[src/rtl/io_irq_ctrl.sv]
// IO-mapped interrupt controller: enable mask, edge/level mode,
// W1C pending latches and a registered lowest-index request vector.
module io_irq_ctrl #(
  parameter logic [15:0] CAddrBase = 16'h0000,
  parameter int          CIrqCnt   = 16
) (
  input  logic               AClkH,
  input  logic               AResetHN,
  input  logic               AClkHEn,
  input  logic [15:0]        AIoAddr,
  output logic [63:0]        AIoMiso,
  input  logic [63:0]        AIoMosi,
  input  logic [3:0]         AIoWrSize,
  input  logic [3:0]         AIoRdSize,
  output logic               AIoAddrAck,
  output logic               AIoAddrErr,
  input  logic [CIrqCnt-1:0] AIrqI,
  output logic [CIrqCnt-1:0] AIrqO,
  output logic               AIrqReq,
  output logic [4:0]         AIrqIdx
);

  logic [CIrqCnt-1:0] en_q;
  logic [CIrqCnt-1:0] mode_q;
  logic [CIrqCnt-1:0] pend_q;
  logic [CIrqCnt-1:0] prev_q;
  logic               req_q;
  logic [4:0]         idx_q;

  logic [CIrqCnt-1:0] en_nxt;
  logic [CIrqCnt-1:0] mode_nxt;
  logic [CIrqCnt-1:0] pend_nxt;
  logic [CIrqCnt-1:0] w1c;
  logic [CIrqCnt-1:0] rise;
  logic [CIrqCnt-1:0] pend;
  logic [CIrqCnt-1:0] wdata;
  logic [4:0]         idx_nxt;

  logic       in_range;
  logic [3:0] off;
  logic [3:0] size;
  logic       wr_req;
  logic       rd_req;
  logic       legal;
  logic       hit;
  logic       wr_en;
  logic       rd_en;
  logic [3:0] reg_sel;
  logic [31:0] rd32;
  logic       unused;

  assign in_range = AIoAddr[15:4] == CAddrBase[15:4];
  assign off      = AIoAddr[3:0];
  assign wr_req   = |AIoWrSize;
  assign rd_req   = |AIoRdSize;
  assign size     = AIoWrSize | AIoRdSize;
  assign legal    = (off[1:0] == 2'b00) && (size == 4'b0100);
  assign hit      = in_range & (wr_req | rd_req);

  assign AIoAddrAck = hit & legal;
  assign AIoAddrErr = hit & ~legal;

  assign wr_en   = AIoAddrAck & wr_req;
  assign rd_en   = AIoAddrAck & rd_req;
  assign reg_sel = 4'b0001 << off[3:2];
  assign wdata   = AIoMosi[CIrqCnt-1:0];
  assign unused  = ^{AIoMosi[63:CIrqCnt], CAddrBase[3:0]};

  assign en_nxt   = (wr_en & reg_sel[0]) ? wdata : en_q;
  assign mode_nxt = (wr_en & reg_sel[1]) ? wdata : mode_q;
  assign w1c      = (wr_en & reg_sel[2]) ? wdata : '0;
  assign rise     = AIrqI & ~prev_q;

  // Latch only lines that are edge now and stay edge; a 0->1 mode
  // change starts clean, and level lines keep the latch at zero.
  assign pend_nxt = mode_q & mode_nxt & ((pend_q & ~w1c) | rise);

  assign pend  = (pend_q & mode_q) | (AIrqI & ~mode_q);
  assign AIrqO = pend & en_q;

  always_comb begin
    idx_nxt = '0;
    for (int i = CIrqCnt - 1; i >= 0; i--) begin
      if (AIrqO[i]) idx_nxt = 5'(i);
    end
  end

  always_ff @(posedge AClkH or negedge AResetHN) begin
    if (!AResetHN) begin
      en_q   <= '0;
      mode_q <= '0;
      pend_q <= '0;
      prev_q <= '0;
      req_q  <= 1'b0;
      idx_q  <= '0;
    end else if (AClkHEn) begin
      en_q   <= en_nxt;
      mode_q <= mode_nxt;
      pend_q <= pend_nxt;
      prev_q <= AIrqI;
      req_q  <= |AIrqO;
      idx_q  <= idx_nxt;
    end
  end

  assign AIrqReq = req_q;
  assign AIrqIdx = idx_q;

  always_comb begin
    rd32 = '0;
    if (rd_en) begin
      unique case (1'b1)
        reg_sel[0]: rd32[CIrqCnt-1:0] = en_q;
        reg_sel[1]: rd32[CIrqCnt-1:0] = mode_q;
        reg_sel[2]: rd32[CIrqCnt-1:0] = pend;
        reg_sel[3]: rd32 = {req_q, 26'b0, idx_q};
        default: rd32 = '0;
      endcase
    end
  end

  assign AIoMiso = {32'b0, rd32};

endmodule

[config.mk]
export PLATFORM = sky130hd
export DESIGN_NAME = io_irq_ctrl
export DESIGN_NICKNAME = d
export VERILOG_FILES = /design/src/rtl/io_irq_ctrl.sv
export SDC_FILE = /design/constraint.sdc
export NUM_CORES = 1
export LEC_CHECK = 0
export ABC_AREA = 0
export BUFFER_PORTS_ARGS = -buffer_cell sky130_fd_sc_hd__buf_2
export CAP_MARGIN = 20
export CORE_MARGIN = 2
export CORE_UTILIZATION = 49
export DETAILED_ROUTE_END_ITERATION = 12
export PLACE_DENSITY = 0.83
export SYNTH_ARGS = -nofsm -noshare
export SYNTH_HDL_FRONTEND = slang
export SYNTH_SLANG_ARGS = --single-unit
[constraint.sdc]
create_clock -name AClkH -period 2.5 [get_ports AClkH]
set_input_delay 0.5 -clock AClkH [delete_from_list [all_inputs] [get_ports AClkH]]
set_output_delay 0.5 -clock AClkH [all_outputs]
set_load 0.02 [all_outputs]
==> metrics <==
status finished with violations; failing checks setup timing; Die Area 10000 sq um; post-synthesis register bit count 69; synthesized area per cell 9.29 sq um; Die X 100 microns; Psw 688 uW; Synth Area in Simple Gates 19.0%; WS Path Type input port to output pin; Port Buffers 98; post-detail-place hpwl 8570 microns; Nets 705; Tot GR Track Use 24.4%; final setup violation count 13; GP Congestion 0.909; post-synthesis mux area share 17.4%; post-synthesis sequential area ratio 38.1%; antenna cell count 0; total power 2.62 mW; EDFF count, synth 0; Main synth FF type dfrtp_1; initial antenna violation count 0; Post-Synth XOR/XNOR Area 0%; fin crit share 101%; initial drt markers 269; unrepaired setup endpoints after global routing true; CTS sink count 69; drt total wl 12000 microns; Flop pwr share 44.1%; 1st-pass router iterations 5; first-pass GRT wire length 19200 microns; nature of the critical path endpoint output pin; WL/cell 16.8 microns; Synth area leaders dfrtp_1, mux2_2, buf_4; cell count after synthesis 488; Cell Rows 35; P&R area growth vs syn 23.5%; WP data required 2.00 ns; Post-Synth Adder-Cell Area 0%; worst-path fanout max 8; Compound-Gate Fraction of Synth Area 13.7%; core area 9110 sq um; Clock Path Buffers 2; Yosys top cell area share 38.1%; Remaining Overflow, GRT 0; Leakage 2.71 nW; largest net degree at the start of global routing 70; post-place setup slack -0.212 ns; vias per cell 5.71; via total after detailed routing 4076; Peak VDD IR 0.263 mV; post-synthesis cell area 4530 sq um; largest family of logic cells by synthesized area simple AND/OR/NAND/NOR gates; number of hold buffers added after CTS 0; fillers 723; Initial Utilization 49.8%; number of global-route vias before repair 3978; setup ws final -0.0311 ns; layout cell share with drive strength beyond 1 35.2%; DRC Markers 0; Arrival @ worst endpoint 2.03 ns; Slew @ Worst Pin 0.529 ns; logic gate share of total power 13.5%; clock share of power 42.4%; P_int 1.93 mW; die height 100 microns; clock slew at reported path FFs 0.07 ns; I/O pins 195; CTS HTree Levels 3; switch share 26.3%; total CTS buffers 9; Final ANT Viol Nets 0; asr flop ratio synth 100%; clock root buffer clkbuf_8; Max-cap violations 0; Yosys top cell by area dfrtp_1; CTS tree built; Final Hold Slack 0.156 ns; Synth warnings 0; maximum achievable frequency 395 MHz; element type at the critical path start input port; commonest cells in the netlist dfrtp_1, nor2_1, buf_4; Max Slew Vio Count 0; synth unique cells 48; count leader, synth dfrtp_1; Worst-Skew Late Latency 0.35 ns; worst rel slew slack 64.4%; PD cells 467 nW/um^2; post-layout util 61.5%; Final Critical Period 2.53 ns; Clock Skew 0.0121 ns; Tightest Hold Check Type input port to async pin; final hold viol count 0
## flip-flops by register name (all words and copies together), names as in the netlist
register	flops
en_q	16
mode_q	16
pend_q	16
prev_q	16
AIrqIdx	4
AIrqReq	1
## routing by layer
layer	routed length (microns)	global-route usage [%]	share of wire, %
met1	4980	30.2	41
met5	0	0	0
met3	665	4.74	5.5
met4	379	11.6	3.2
met2	6000	41.2	50
## power by group through the flow
stage	sequential (mW)	clock [mW]	combinational, mW
finish	1.15	1.11	0.353
global route	1.16	1.17	0.383
CTS	1.15	1.11	0.349
detailed placement	1.18	0	0.346
global placement	1.17	0	0.337
floorplan	1.17	0	0.257
## metrics by stage
step / area (sq um) / setup TNS (ns) / std cells
2_1_floorplan: 4870 / -1.66 / 535
3_3_place_gp: 5240 / -4.08 / 697
3_5_place_dp: 5240 / -4.88 / 697
4_1_cts: 5600 / -0.739 / 714
5_1_grt: 5600 / -1.24 / 714
6_report: 5600 / -0.305 / 714
## critical path: stages
cell and delay (ns):
buf_6 0.09, or3_4 0.40, nor4_4 0.28, nor2b_4 0.22
o21ai_4 0.15, buf_12 0.19, nor2_4 0.08, buf_6 0.12
## repair_timing
item                                    in CTS  in global routing
pin swaps                                   14                  2
gates resized for setup                     33                  1
buffers inserted                             1                  0
cloned                                       0                  0
endpoints found under the setup margin      17                 17
## cells by family after synthesis
group	count (synthesis)
buf+inv	89
mux	67
simple gates	162
compound gates	100
flops	69
other cells	1
## final cells by class
class / instances / area, sq um / share of cell area [%]
Multi-Input combinational cell: 377 / 2600 / 46.5
Clock inverter: 6 / 111 / 1.99
Inverter: 17 / 63.8 / 1.14
Sequential cell: 69 / 1730 / 30.8
Tap cell: 111 / 139 / 2.48
Clock buffer: 10 / 128 / 2.28
Timing Repair Buffer: 124 / 827 / 14.8
## final timing paths
path	depth (start not counted)	slack, ns	end	startpoint
min reg2reg	1	0.50	prev_q[13]$_DFFE_PN0P_	prev_q[13]$_DFFE_PN0P_
max	8	-0.03	AIoMiso[12]	AIoRdSize[3]
min in group AClkH	2	0.41	prev_q[4]$_DFFE_PN0P_	AIrqI[4]
min	2	0.16	en_q[3]$_DFFE_PN0P_	AResetHN
max in group asynchronous	2	2.03	prev_q[14]$_DFFE_PN0P_	AResetHN
max reg2reg	5	0.53	AIrqIdx[1]$_DFFE_PN0P_	mode_q[10]$_DFFE_PN0P_
## placed cells by master, fill, tap and decap left out, drive strengths merged, types with 2 or more instances in the layout
master	Yosys	final
a21oi	41	41
o221ai	17	17
clkbuf	19	10
conb	1	48
o2111ai	2	2
or4	4	4
bufinv	0	3
nand2	26	26
inv	16	16
nand2b	11	11
clkinv	1	3
or3	2	2
or2	3	3
mux2	53	53
nand3	2	2
buf	53	124
nor2b	14	14
nand4b	18	18
nor2	61	61
dfrtp	69	69
nand3b	6	6
nor4	6	6
a211oi	8	8
mux2i	13	13
o21ai	23	23
a2bb2oi	2	2
and2	5	5
Power figures use the tool's default switching activity.
